## config.mk

```make
export PLATFORM = sky130hd
export DESIGN_NAME = bitop_pipe
export DESIGN_NICKNAME = d
export VERILOG_FILES = /design/src/rtl/bitop_pkg.sv /design/src/rtl/bitop_stage.sv /design/src/rtl/bitop_pipe.sv
export SDC_FILE = /design/constraint.sdc
export NUM_CORES = 1
export LEC_CHECK = 0
export CAP_MARGIN = 15
export CORE_ASPECT_RATIO = 0.5
export CORE_UTILIZATION = 53
export DETAILED_ROUTE_END_ITERATION = 7
export PLACE_DENSITY = 0.88
export SKIP_CTS_REPAIR_TIMING = 1
export SYNTH_ARGS = -nofsm -noshare
export SYNTH_HDL_FRONTEND = slang
export SYNTH_SLANG_ARGS = --single-unit
```

## constraint.sdc

```tcl
create_clock -name clk -period 2.4 [get_ports clk]
set_input_delay 0.48 -clock clk [delete_from_list [all_inputs] [get_ports clk]]
set_output_delay 0.48 -clock clk [all_outputs]
set_load 0.01 [all_outputs]
```

## src/rtl/bitop_pkg.sv

```systemverilog
// Shared definitions for the bitwise-operation pipeline: op encoding and widths.
package bitop_pkg;

   localparam int unsigned OP_W    = 2;
   localparam int unsigned COUNT_W = 16;

   typedef enum logic [OP_W-1:0] {
      OP_AND  = 2'd0,
      OP_OR   = 2'd1,
      OP_XOR  = 2'd2,
      OP_NAND = 2'd3
   } op_t;

endpackage

```

## src/rtl/bitop_stage.sv

```systemverilog
// One pipeline register: valid bit plus data word, loaded only when enabled.
module bitop_stage #(
   parameter int unsigned WIDTH = 8
) (
   input  logic             clk,
   input  logic             rst,
   input  logic             en,
   input  logic             d_valid,
   input  logic [WIDTH-1:0] d_data,
   output logic             q_valid,
   output logic [WIDTH-1:0] q_data
);

   always_ff @(posedge clk or posedge rst) begin
      if (rst) begin
         q_valid <= 1'b0;
         q_data  <= '0;
      end else if (en) begin
         q_valid <= d_valid;
         q_data  <= d_data;
      end
   end

endmodule

```

## src/rtl/bitop_pipe.sv

```systemverilog
// Bitwise AND/OR/XOR/NAND pipeline with valid/ready handshake and delivered-beat counter.
module bitop_pipe
   import bitop_pkg::*;
#(
   parameter int unsigned WIDTH  = 8,
   parameter int unsigned STAGES = 2
) (
   input  logic               clk,
   input  logic               rst,
   input  logic               in_valid,
   output logic               in_ready,
   input  logic [WIDTH-1:0]   in1,
   input  logic [WIDTH-1:0]   in2,
   input  logic [OP_W-1:0]    op,
   output logic               out_valid,
   input  logic               out_ready,
   output logic [WIDTH-1:0]   out,
   output logic [COUNT_W-1:0] ops_done
);

   logic             valid [STAGES+1];
   logic [WIDTH-1:0] data  [STAGES+1];
   logic [WIDTH-1:0] result;
   logic             stall;
   logic             advance;

   // Operation is resolved before the first register; later stages only carry data.
   always_comb begin
      result = '0;
      case (op_t'(op))
         OP_AND:  result = in1 & in2;
         OP_OR:   result = in1 | in2;
         OP_XOR:  result = in1 ^ in2;
         OP_NAND: result = ~(in1 & in2);
         default: result = '0;
      endcase
   end

   assign valid[0] = in_valid;
   assign data[0]  = result;

   // A held output freezes the whole pipe, so ready only depends on output state.
   assign stall    = out_valid && !out_ready;
   assign advance  = !stall;
   assign in_ready = !stall;

   for (genvar i = 0; i < STAGES; i++) begin : g_stage
      bitop_stage #(.WIDTH(WIDTH)) u_stage (
         .clk     (clk),
         .rst     (rst),
         .en      (advance),
         .d_valid (valid[i]),
         .d_data  (data[i]),
         .q_valid (valid[i+1]),
         .q_data  (data[i+1])
      );
   end

   assign out_valid = valid[STAGES];
   assign out       = data[STAGES];

   always_ff @(posedge clk or posedge rst) begin
      if (rst) begin
         ops_done <= '0;
      end else if (out_valid && out_ready) begin
         ops_done <= ops_done + COUNT_W'(1);
      end
   end

endmodule

```

== After elaboration in Yosys (flattened, before gate mapping) ==
Index checks and enable logic that the tools add are counted.
Word-level totals
  bits in registers: 34
  input port bits: 22
Cells by class
  bitwise logic cells: 4
  add/sub/neg operators: 1
  muxes and demuxes: 1
  equal/unequal tests: 3
  reduce and logical (&&, ||, !) cells: 5
Operator list (count)
  8-bit case mux with 4 select lines: 1
  16-bit by 1-bit adder with 16-bit output (second input constant): 1
  8-bit AND: 1
  8-bit inverter: 1
  8-bit bitwise OR: 1
  8-bit bitwise XOR: 1
  2-bit equality test (second input constant): 2
  2-bit by 1-bit equality test with 1-bit output (second input constant): 1
  1-bit logical AND: 2
  1-bit zero test: 2
  2-bit zero test: 1

== Logic depth before layout (Yosys ltp) ==
  depth after elaboration: 3
  gate-level depth with buffers: 6
  gate-level depth less buffers: 6

== Hierarchy ==
A second synthesis with hierarchy kept.
Unflattened totals
  cells, all modules: 166
  area, all modules: 1975.6 µm²
Modules (own cells, without submodules)
  bitop_pipe: cells an instance 126, times used 1, sequential area each 400.4 µm², area each 1224.9 µm²
  bitop_stage: cells an instance 20, times used 2, sequential area each 225.2 µm², area each 375.4 µm²

== Worst setup path before layout ==
Ideal clock, no wire load.
  path kind: input to output
  from: input port out_ready
  to: output port in_ready
  stages: 3
  data arrival time: 0.918 ns
  buffers on the path: 2
  setup slack: 1.002 ns
  path through: nand2b_1 > buf_6 > buf_2
Between the ends
  cells in the longest elaborated chain, start to end: 3
RTL lines
  start, declared: RTL line bitop_pipe.sv:16  | input logic out_ready,
  1-bit zero test: RTL line bitop_pipe.sv:43  | assign stall = out_valid && !out_ready;
  1-bit logical AND: RTL line bitop_pipe.sv:43
  1-bit zero test: RTL line bitop_pipe.sv:45  | assign in_ready = !stall;
  end, declared: RTL line bitop_pipe.sv:11  | output logic in_ready,
Every way passes these cells.

== Worst setup path in the final report ==
Ends and elaborated chain as after synthesis.

==> results_tabular.tex <==
\begin{tabular}{lr}
\hline
Metric & Value \\
\hline
\multicolumn{2}{l}{\textbf{Logic synthesis}} \\
\quad Largest area contributor in the synthesized netlist & sky130\_fd\_sc\_hd\_\_dfrtp\_1 \\
\quad Share of synthesized area occupied by flip-flops and latches & 43.6\% \\
\quad Cell types with the largest area share after synthesis & sky130\_fd\_sc\_hd\_\_dfrtp\_1 44\%, sky130\_fd\_sc\_hd\_\_ha\_1 11\%, sky130\_fd\_sc\_hd\_\_mux2\_2 5.8\% \\
\quad Share of Yosys cell area claimed by the top area cell type & 43.6\% \\
\quad Number of standard cells after synthesis & 195 \\
\quad Post-synth ARST share & 100\% \\
\quad Post-synthesis xor/xnor area fraction & 7.12\% \\
\quad Synthesized netlist net count & 234 \\
\quad Number of distinct standard cells referenced by the synthesized netlist & 28 \\
\quad Post-synthesis register bit count & 34 \\
\quad Basic-gate share of the synthesized area counting and, or, nand and nor cells & 12.0\% \\
\quad Mux cell area share after synthesis & 7.31\% \\
\quad Number of enable flip-flop cells after synthesis & 0 \\
\quad Primary flip-flop cell chosen by synthesis mapping & sky130\_fd\_sc\_hd\_\_dfrtp\_1 \\
\quad Main combinational cell family by area after synthesis & simple AND/OR/NAND/NOR gates \\
\quad Area fraction in compound gates after synthesis & 8.91\% \\
\quad Post-Syn Area & 0.00195 mm\^{}2 \\
\quad Synthesized area per cell & 10.0 um\^{}2 \\
\quad Yosys warnings & 0 \\
\quad Adder-cell share of the synthesized area & 10.9\% \\
\multicolumn{2}{l}{\textbf{Power}} \\
\quad Pwr per Cell Area & 752 mW/mm\^{}2 \\
\quad Net switching power & 0.499 mW \\
\quad VDD IR max & 0.342 mV \\
\quad Relative contribution of sequential cells to total power & 40.6\% \\
\quad Leak pwr & 1.15 nW \\
\quad Switching part of the total power & 26.2\% \\
\quad Internal power & 1.40 mW \\
\quad Part of the power in the clock network & 34.0\% \\
\quad Overall power of the completed layout & 1.90 mW \\
\quad Logic gate share of total power & 25.4\% \\
\multicolumn{2}{l}{\textbf{Critical path}} \\
\quad Critical path launch point & out\_ready \\
\quad Endpoint class of the critical path & output port \\
\quad Crit path buf inv count & 2 \\
\quad Slowest cell delay on critical path & 0.55 ns \\
\quad Top delay family on crit path & buffers and inverters \\
\quad Arrival time at the worst endpoint & 1.72 ns \\
\quad Number of cells traversed by the worst register-to-register path & 5 \\
\quad Startpoint kind of the worst setup timing path & input port \\
\quad Worst flop-to-flop path endpoint & ops\_done[8] \\
\quad Critical path destination & in\_ready \\
\quad R2R Setup Slk & 1.01 ns \\
\quad RR Startpoint & ops\_done[0] \\
\quad CP Class & in2out \\
\quad Worst endpoint required time & 1.92 ns \\
\quad Number of stages on the worst setup path & 3 \\
\quad Most Frequent Cell on Critical Path & sky130\_fd\_sc\_hd\_\_clkdlybuf4s50\_1 \\
\quad Top fanout value on the critical path & 4 \\
\quad Slowest-stage cell, CP & sky130\_fd\_sc\_hd\_\_clkdlybuf4s50\_1 \\
\quad Cell-by-cell trace of the critical path & clkdlybuf4s50\_1 -> nand2b\_1 -> clkdlybuf4s50\_1 \\
\multicolumn{2}{l}{\textbf{STA}} \\
\quad Post-Route Hold Slack & 0.468 ns \\
\quad Final critical delay including setup and external delays & 2.20 ns \\
\quad Worst Tran Pin Value & 0.552 ns \\
\quad Upper clock frequency limit & 455 MHz \\
\quad Normalized max-slew margin & 63.1\% \\
\quad Hold Vio Cnt, Final & 0 \\
\quad Final Skew & 0.00257 ns \\
\quad Sum Neg Setup Slack & 0 ns \\
\quad RSZ-0062 raised after global routing & false \\
\quad Final period utilization & 91.7\% \\
\quad Number of setup violations in the final report & 0 \\
\quad Final Max Tran Viols & 0 \\
\multicolumn{2}{l}{\textbf{Floorplan}} \\
\quad Number of top-level pins & 48 \\
\quad Starting density of the core & 56.2\% \\
\quad Area of the die & 0.00394 mm\^{}2 \\
\quad Width of the die & 87.8 um \\
\quad Standard-cell row count & 15 \\
\quad Core Box Area & 0.00347 mm\^{}2 \\
\quad Height of the chip & 44.9 um \\
\multicolumn{2}{l}{\textbf{Clocking}} \\
\quad Clock network latency to the later pin of the worst-skew pair & 0.28 ns \\
\quad Maximum root-to-sink buffer count & 2 \\
\quad TritonCTS Buffers & 5 \\
\quad Clock-pin slew of the registers on the worst-case setup and hold paths & 0.07 ns \\
\quad Number of clock sinks & 34 \\
\quad Root cell of the clock tree & sky130\_fd\_sc\_hd\_\_clkbuf\_8 \\
\quad Clock tree from TritonCTS & built \\
\quad H-tree level count & 2 \\
\multicolumn{2}{l}{\textbf{Route}} \\
\quad Mean routed wirelength per cell & 11.6 um \\
\quad Post-detailed-route DRC marker count & 0 \\
\quad Starting DRT DRC Count & 37 \\
\quad Number of nets with antenna violations after routing & 0 \\
\quad Number of iterations in the first detailed-routing pass & 4 \\
\quad Detailed-route wire length & 3.35 mm \\
\quad Vias & 1,424 \\
\quad Avg Vias per Cell & 4.94 \\
\multicolumn{2}{l}{\textbf{Global routing}} \\
\quad Gr ovfl total & 0 \\
\quad Pin count of the biggest net entering global routing & 35 \\
\quad Number of global-route vias before repair & 1,347 \\
\quad Wire length of the first global-routing pass & 5.66 mm \\
\quad Number of antenna violations at the first check in global routing & 0 \\
\quad GRT Resource Usage Total & 19.4\% \\
\multicolumn{2}{l}{\textbf{Finish}} \\
\quad P\&R area growth vs syn & 29.7\% \\
\quad Share of cells above drive strength 1 & 11.0\% \\
\quad Net count, final & 275 \\
\quad Leading cell types in the layout, fill and taps excluded & 47 x sky130\_fd\_sc\_hd\_\_clkdlybuf4s50\_1, 34 x sky130\_fd\_sc\_hd\_\_dfrtp\_1, 25 x sky130\_fd\_sc\_hd\_\_nor2\_1 \\
\quad Most common library cell in the layout ignoring fill and taps & sky130\_fd\_sc\_hd\_\_clkdlybuf4s50\_1 \\
\quad Number of diodes & 0 \\
\multicolumn{2}{l}{\textbf{Placement}} \\
\quad HPWL after detailed placement & 2.60 mm \\
\quad Port Buf Inserts & 47 \\
\quad Routability congestion estimate from global placement & 0.744 \\
\multicolumn{2}{l}{\textbf{Outcome}} \\
\quad Run status & complete, no violations \\
\multicolumn{2}{l}{\textbf{Job}} \\
\quad MaxCap Viol Count & 0 \\
\multicolumn{2}{l}{\textbf{Min path}} \\
\quad Hold/Removal Path Class & reg2reg \\
\hline
\end{tabular}
-- synth_stat cells (all sizes together), types with 3 or more instances --
cell	instances
a211oi	7
a21oi	20
buf	15
dfrtp	34
ha	17
inv	21
mux2	10
mux2i	3
nand2	7
nand3	8
nor2	26
xnor2	10
xor2	5
-- routing by layer --
metal | part of all wire, % | global-route usage, %
met3 | 4.5 | 6.03
met2 | 50 | 34.0
met1 | 44 | 22.5
met4 | 1.6 | 9.18
met5 | 0 | 0
-- registers in the layout, indices dropped and copies added, names as in the netlist --
signal and cells:
g_stage.u_stage.q_data 16, ops_done 16, g_stage.u_stage.q_valid 2
-- power by group through the flow --
stage                     registers [mW]  logic [mW]  clock network (mW)
after floorplan                    0.786       0.281                   0
after global placement             0.774       0.469                   0
after detailed placement           0.784       0.490                   0
after CTS                          0.773       0.493               0.654
after global routing               0.791       0.531               0.678
final                              0.772       0.484               0.646
-- worst min-delay path by stage --
stage / slack, ns / cells after the start / start / end
after floorplan: 0.43 / 1 / g_stage[0].u_stage.q_valid / g_stage[1].u_stage.q_valid
after CTS: 0.48 / 1 / g_stage[0].u_stage.q_valid / g_stage[1].u_stage.q_valid
final: 0.47 / 1 / g_stage[0].u_stage.q_valid / g_stage[1].u_stage.q_valid
after global placement: 0.45 / 1 / g_stage[0].u_stage.q_valid / g_stage[1].u_stage.q_valid
after detailed placement: 0.46 / 1 / g_stage[0].u_stage.q_valid / g_stage[1].u_stage.q_valid
after global routing: 0.50 / 1 / g_stage[0].u_stage.q_valid / g_stage[1].u_stage.q_valid
-- per-stage QoR --
stage	cell area (um^2)	std cells	utilization (%)	worst slack [ns]
CTS	2530	288	72.9	0.190
global placement	2390	280	68.8	0.189
floorplan	1950	195	-	1.00
detailed placement	2390	280	68.8	0.201
finish	2530	288	72.9	0.200
global route	2530	288	72.9	0.156
-- final cells by class --
cell class                      instances  area (um^2)
Tap cell                               51         63.8
Inverter                               21         78.8
Clock buffer                            6         82.6
Timing Repair Buffer                   50          493
Multi-Input combinational cell        124          902
Clock inverter                          2         60.1
Sequential cell                        34          851
Fill cell                             225          941
-- cells by family after synthesis --
family | Yosys count
AOI/OAI and AO/OA | 30
xor gates and xnor gates | 15
muxes | 13
buffers and inverters | 37
and+or+nand+nor | 49
adders and majority gates | 17
DFF | 34
(Power assumes the default switching activity.)
